==> src/rtl/inst_fetch_pkg.sv <==
// Shared fetch-path definitions: bus widths, reset/enable polarities and helpers.
package inst_fetch_pkg;

    localparam int unsigned INST_ADDR_W = 32;
    localparam int unsigned INST_W      = 32;
    localparam int unsigned BYTE_W      = 8;

    localparam logic [INST_W-1:0] ZERO_WORD    = '0;
    localparam logic              RST_ENABLE   = 1'b1;
    localparam logic              TRUE_V       = 1'b1;
    localparam logic              FALSE_V      = 1'b0;
    localparam logic              WRITE_ENABLE = 1'b1;

    // Force a fetch address onto a word boundary.
    function automatic logic [INST_ADDR_W-1:0] align_word(input logic [INST_ADDR_W-1:0] addr);
        return {addr[INST_ADDR_W-1:2], 2'b00};
    endfunction

endpackage

==> src/rtl/inst_fetch.sv <==
// Instruction fetch: icache lookup, byte-serial refill from memory, cache commit.
module inst_fetch
    import inst_fetch_pkg::*;
#(
    parameter logic [INST_ADDR_W-1:0] RESET_PC = 32'h0000_0000
) (
    input  logic                   clk,
    input  logic                   rst,
    input  logic                   stall_i,
    input  logic                   branch_taken_i,
    input  logic [INST_ADDR_W-1:0] branch_target_i,
    input  logic [INST_W-1:0]      icache_inst_i,
    output logic [INST_ADDR_W-1:0] icache_pc_o,
    output logic                   icache_pc_valid_o,
    output logic                   icache_we_o,
    output logic [INST_W-1:0]      icache_inst_o,
    output logic                   mem_req_o,
    output logic [INST_ADDR_W-1:0] mem_addr_o,
    input  logic [BYTE_W-1:0]      mem_data_i,
    input  logic                   mem_ack_i,
    output logic [INST_ADDR_W-1:0] if_pc_o,
    output logic [INST_W-1:0]      if_inst_o,
    output logic                   if_valid_o
);

    typedef enum logic [1:0] {
        LOOKUP = 2'd0,
        FILL   = 2'd1,
        COMMIT = 2'd2
    } state_t;

    state_t                 state;
    logic [INST_ADDR_W-1:0] pc;
    logic [1:0]             byte_cnt;
    logic [INST_W-1:0]      buffer;

    // Cache/memory handshake outputs, decoded from state and gated off during reset.
    always_comb begin
        icache_pc_o       = pc;
        icache_pc_valid_o = FALSE_V;
        icache_we_o       = ~WRITE_ENABLE;
        icache_inst_o     = ZERO_WORD;
        mem_req_o         = FALSE_V;
        mem_addr_o        = '0;
        if (rst != RST_ENABLE) begin
            case (state)
                LOOKUP: icache_pc_valid_o = TRUE_V;
                FILL: begin
                    mem_req_o  = TRUE_V;
                    mem_addr_o = pc + INST_ADDR_W'(byte_cnt);
                end
                COMMIT: begin
                    icache_pc_valid_o = TRUE_V;
                    icache_we_o       = WRITE_ENABLE;
                    icache_inst_o     = buffer;
                end
                default: ;
            endcase
        end
    end

    // Fetch FSM plus PC, refill buffer and delivered-instruction registers.
    always_ff @(posedge clk) begin
        if (rst == RST_ENABLE) begin
            state      <= LOOKUP;
            pc         <= RESET_PC;
            byte_cnt   <= 2'd0;
            buffer     <= ZERO_WORD;
            if_valid_o <= FALSE_V;
            if_pc_o    <= '0;
            if_inst_o  <= ZERO_WORD;
        end else if (branch_taken_i) begin
            // Redirect wins over everything, including an ack arriving this cycle.
            state      <= LOOKUP;
            pc         <= align_word(branch_target_i);
            byte_cnt   <= 2'd0;
            buffer     <= ZERO_WORD;
            if_valid_o <= FALSE_V;
        end else begin
            case (state)
                LOOKUP: begin
                    if (icache_inst_i != ZERO_WORD) begin
                        if (!stall_i) begin
                            if_valid_o <= TRUE_V;
                            if_pc_o    <= pc;
                            if_inst_o  <= icache_inst_i;
                            pc         <= pc + INST_ADDR_W'(4);
                        end
                    end else begin
                        // A miss starts the refill even while downstream is stalled.
                        state    <= FILL;
                        byte_cnt <= 2'd0;
                        buffer   <= ZERO_WORD;
                        if (!stall_i) begin
                            if_valid_o <= FALSE_V;
                        end
                    end
                end
                FILL: begin
                    if (!stall_i) begin
                        if_valid_o <= FALSE_V;
                    end
                    if (mem_ack_i) begin
                        buffer[{byte_cnt, 3'b000} +: BYTE_W] <= mem_data_i;
                        byte_cnt <= byte_cnt + 2'd1;
                        if (byte_cnt == 2'd3) begin
                            state <= COMMIT;
                        end
                    end
                end
                COMMIT: begin
                    if (!stall_i) begin
                        if_valid_o <= FALSE_V;
                    end
                    state <= LOOKUP;
                end
                default: state <= LOOKUP;
            endcase
        end
    end

endmodule
==> config.mk <==
export PLATFORM = sky130hd
export DESIGN_NAME = inst_fetch
export DESIGN_NICKNAME = d
export VERILOG_FILES = /design/src/rtl/inst_fetch_pkg.sv /design/src/rtl/inst_fetch.sv
export SDC_FILE = /design/constraint.sdc
export NUM_CORES = 1
export LEC_CHECK = 0
export BUFFER_PORTS_ARGS = -buffer_cell sky130_fd_sc_hd__buf_4
export CORE_MARGIN = 8
export CORE_UTILIZATION = 49
export DETAILED_ROUTE_END_ITERATION = 10
export MAX_ROUTING_LAYER = met4
export PLACE_DENSITY = 0.9
export SLEW_MARGIN = 20
export SYNTH_ARGS = -nofsm -noshare
export SYNTH_HDL_FRONTEND = slang
export SYNTH_SLANG_ARGS = --single-unit
==> constraint.sdc <==
create_clock -name clk -period 2.52 [get_ports clk]
set_input_delay 0.126 -clock clk [delete_from_list [all_inputs] [get_ports clk]]
set_output_delay 0.126 -clock clk [all_outputs]
set_load 0.01 [all_outputs]
==> flow_summary.toml <==
[status]
status = "completed"

[pwr]
ir_worst_vdd_v = 0.000344
power_density_nw_per_um2 = 588
p_leak_nw = 3.82

[logic_synthesis]
synth_top_area_cell = "dfxtp_1"
synth_seq_cells = 129
post-synth-top-count-cell = "nand2_1"
ys_types = 52
yosys_warnings = 0
async_flop_share_pct = 0
syn_area_per_cell_um2 = 8.31
synth_top_area_share_pct = 42.9
syn-cell-area_um2 = 6030
syn-instance-count = 725
ys_seq_area_share_pct = 42.9
synth_edf_count = 0
yosys_most_used_dff = "dfxtp_1"
netlist_top_cells_count = "nand2_1 (152), dfxtp_1 (129), a21oi_1 (75)"
yosys-top-cells-area = "dfxtp_1 (43%), nand2_1 (9.5%), and2_1 (7.1%)"

[cells_and_area]
nFillCells = 838
nNetsFinal = 1090
stdcell_area_um2 = 9100
drive_gt1_share_pct = 29.5
seq_area_um2 = 2580
post-route-util_pct = 75.7
syn2layout_area_growth_pct = 51.0
multiInputGateArea_um2 = 3180

[grt]
grtUsageTotal_pct = 27.1
grt_pass1_wl_mm = 34.4
grt_pass1_vias = 6624
overflow = 0
antenna_found_initial = 1
grt_max_degree = 53

[detailed_routing]
first_iter_violations = 506
wl_per_cell_um = 19.2
num_vias = 6683
drc = 0
drt-vias-per-instance = 5.74
wirelength_mm = 22.3
antenna_left = 0
dr.pass1.iters = 5

[timing]
setup_tns_ns = 0
rsz0062_at_grt = "no"
worst_pin_slew_ns = 0.702
finClkSkew_ns = 0.00489
min_period_over_period_pct = 95.1
relSlewSlack_pct = 53.2
max_freq_mhz = 417
slew_violations = 0
finalCriticalPeriod_ns = 2.40
hold_violations = 0
hold_ws_ns = 0.0174
finalSetupViolCount = 0

[placement]
gp_congestion = 0.900
port_buffers = 234
dp_hpwl_mm = 14.7
postPlaceCellArea_um2 = 7890

[die]
fp.dieW_um = 127
num_rows = 40
start_util_pct = 50.2
die_h_um = 127
die-area_um2 = 16100
core_area_um2 = 12000
ios = 241

[clock_network]
clk_latency_ns = 0.42
numClockSinks = 129
cts_tree = "yes"
numCtsBuffers = 17
clk_pin_slew_ns = 0.06
cts_root_buffer = "clkbuf_16"
clockBufferDepth = 2
htree_levels = 4

[min_path]
worstHoldPathType = "primary input to flip-flop"
whs_path_depth = 3
min_from = "branch_target_i[30]"

[worst_setup_path]
critical_path_arrival_ns = 2.75
worstPathMaxFanout = 8
worst_setup_path_start_kind = "primary input"
endpoint_kind = "flip-flop"
reg2reg_depth = 8
critPathLaunch = "icache_inst_i[30]"
r2r-start = "state[0]"
cp.required_ns = 2.88
path_class = "primary input to flip-flop"

[flow_run]
drv_cap = 0
==> layer usage <==
metal	up-vias	GRT usage (%)	wire length, um
met5	-	-	0
met4	0	12.9	743
met3	59	7.16	1540
met2	314	46.0	11200
met1	3196	29.0	8820
li1	3114	-	-
==> layout make-up <==
class                           count  area share [%]
Clock buffer                       21            5.17
Multi-Input combinational cell    532            34.9
Antenna cell                        1          0.0275
Tap cell                          147            2.02
Sequential cell                   129            28.4
Clock inverter                     11            1.49
Inverter                           13           0.536
Timing Repair Buffer              311            27.5
==> path summary, 6_finish.rpt <==
| path | endpoint | slack, ns |
|---|---|---|
| setup reg to reg | if_inst_o[29] | 0.36 |
| hold reg to reg | if_pc_o[27] | 0.45 |
| hold / removal | icache_pc_o[30] | 0.02 |
| setup / recovery | buffer[8] | 0.12 |
==> metrics by stage <==
stage	instances	power (mW)	worst slack, ns
global route	1165	5.51	0.0146
detailed placement	1074	2.78	0.116
global placement	1074	2.76	0.198
CTS	1163	5.34	0.00699
finish	1165	5.35	0.123
floorplan	728	2.47	0.546
==> state kept, by name, indices dropped and copies added, names as in the netlist <==
signal	flops
if_valid_o	1
icache_pc_o	30
byte_cnt	2
state	2
buffer	32
if_pc_o	30
if_inst_o	32
==> cells by family (layout without fill, tap and decap cells) <==
logic type	count (synthesis)	in the layout	synth area share, %
AO/OA/AOI/OAI	184	184	21.5
XOR/XNOR	14	14	2.03
adder cells (fa/ha/maj)	9	9	1.87
buffers and inverters	67	356	5.07
flip-flops	129	129	42.9
other	1	5	0.0622
AND/OR/NAND/NOR	321	321	26.6
==> where the power goes <==
part	leakage, nW	internal [mW]	switching (mW)	total (mW)
combinational	2.46	0.312	0.310	0.621
sequential	1.05	2.12	0.0897	2.21
clock	0.298	1.62	0.899	2.52
==> worst max-delay path, cell delays in order <==
cell and delay [ns]:
dlygate4sd3_1 0.55, buf_4 0.15, nor4_1 0.44, and4_1 0.45, a21oi_2 0.20, nor3_2 0.57
a32o_1 0.27
==> cells in the final DEF, fill, tap and decap left out, types with 4 or more instances in the layout <==
master	synthesis	routed
nand2b_1	4	4
nand2_1	152	152
nand4_1	11	11
a32o_1	24	24
clkbuf_16	0	17
ha_1	9	9
a22o_1	8	8
and3_1	7	7
buf_4	12	251
dfxtp_1	129	129
and4_1	7	7
clkinv_2	0	6
inv_1	13	13
o31a_1	6	6
a311oi_1	8	8
and2_1	68	68
nor2_1	28	27
xnor2_1	6	6
a31oi_1	4	4
a21oi_1	75	75
or3_1	7	7
a211oi_1	16	16
conb_1	1	4
o21ai_0	11	11
o211ai_1	6	6
o31ai_1	4	4
dlygate4sd3_1	0	57
xor2_1	8	8
nor4_1	12	11
nand3_1	8	8
==> what timing repair did <==
item / in CTS / in global routing
setup buffers: 0 / 0
resized for setup: 0 / 3
hold endpoints to repair: 74 / 0
endpoints found under the setup margin: 0 / 62
hold buffers: 57 / 0
No activity file was read; power rests on OpenSTA's default activity.
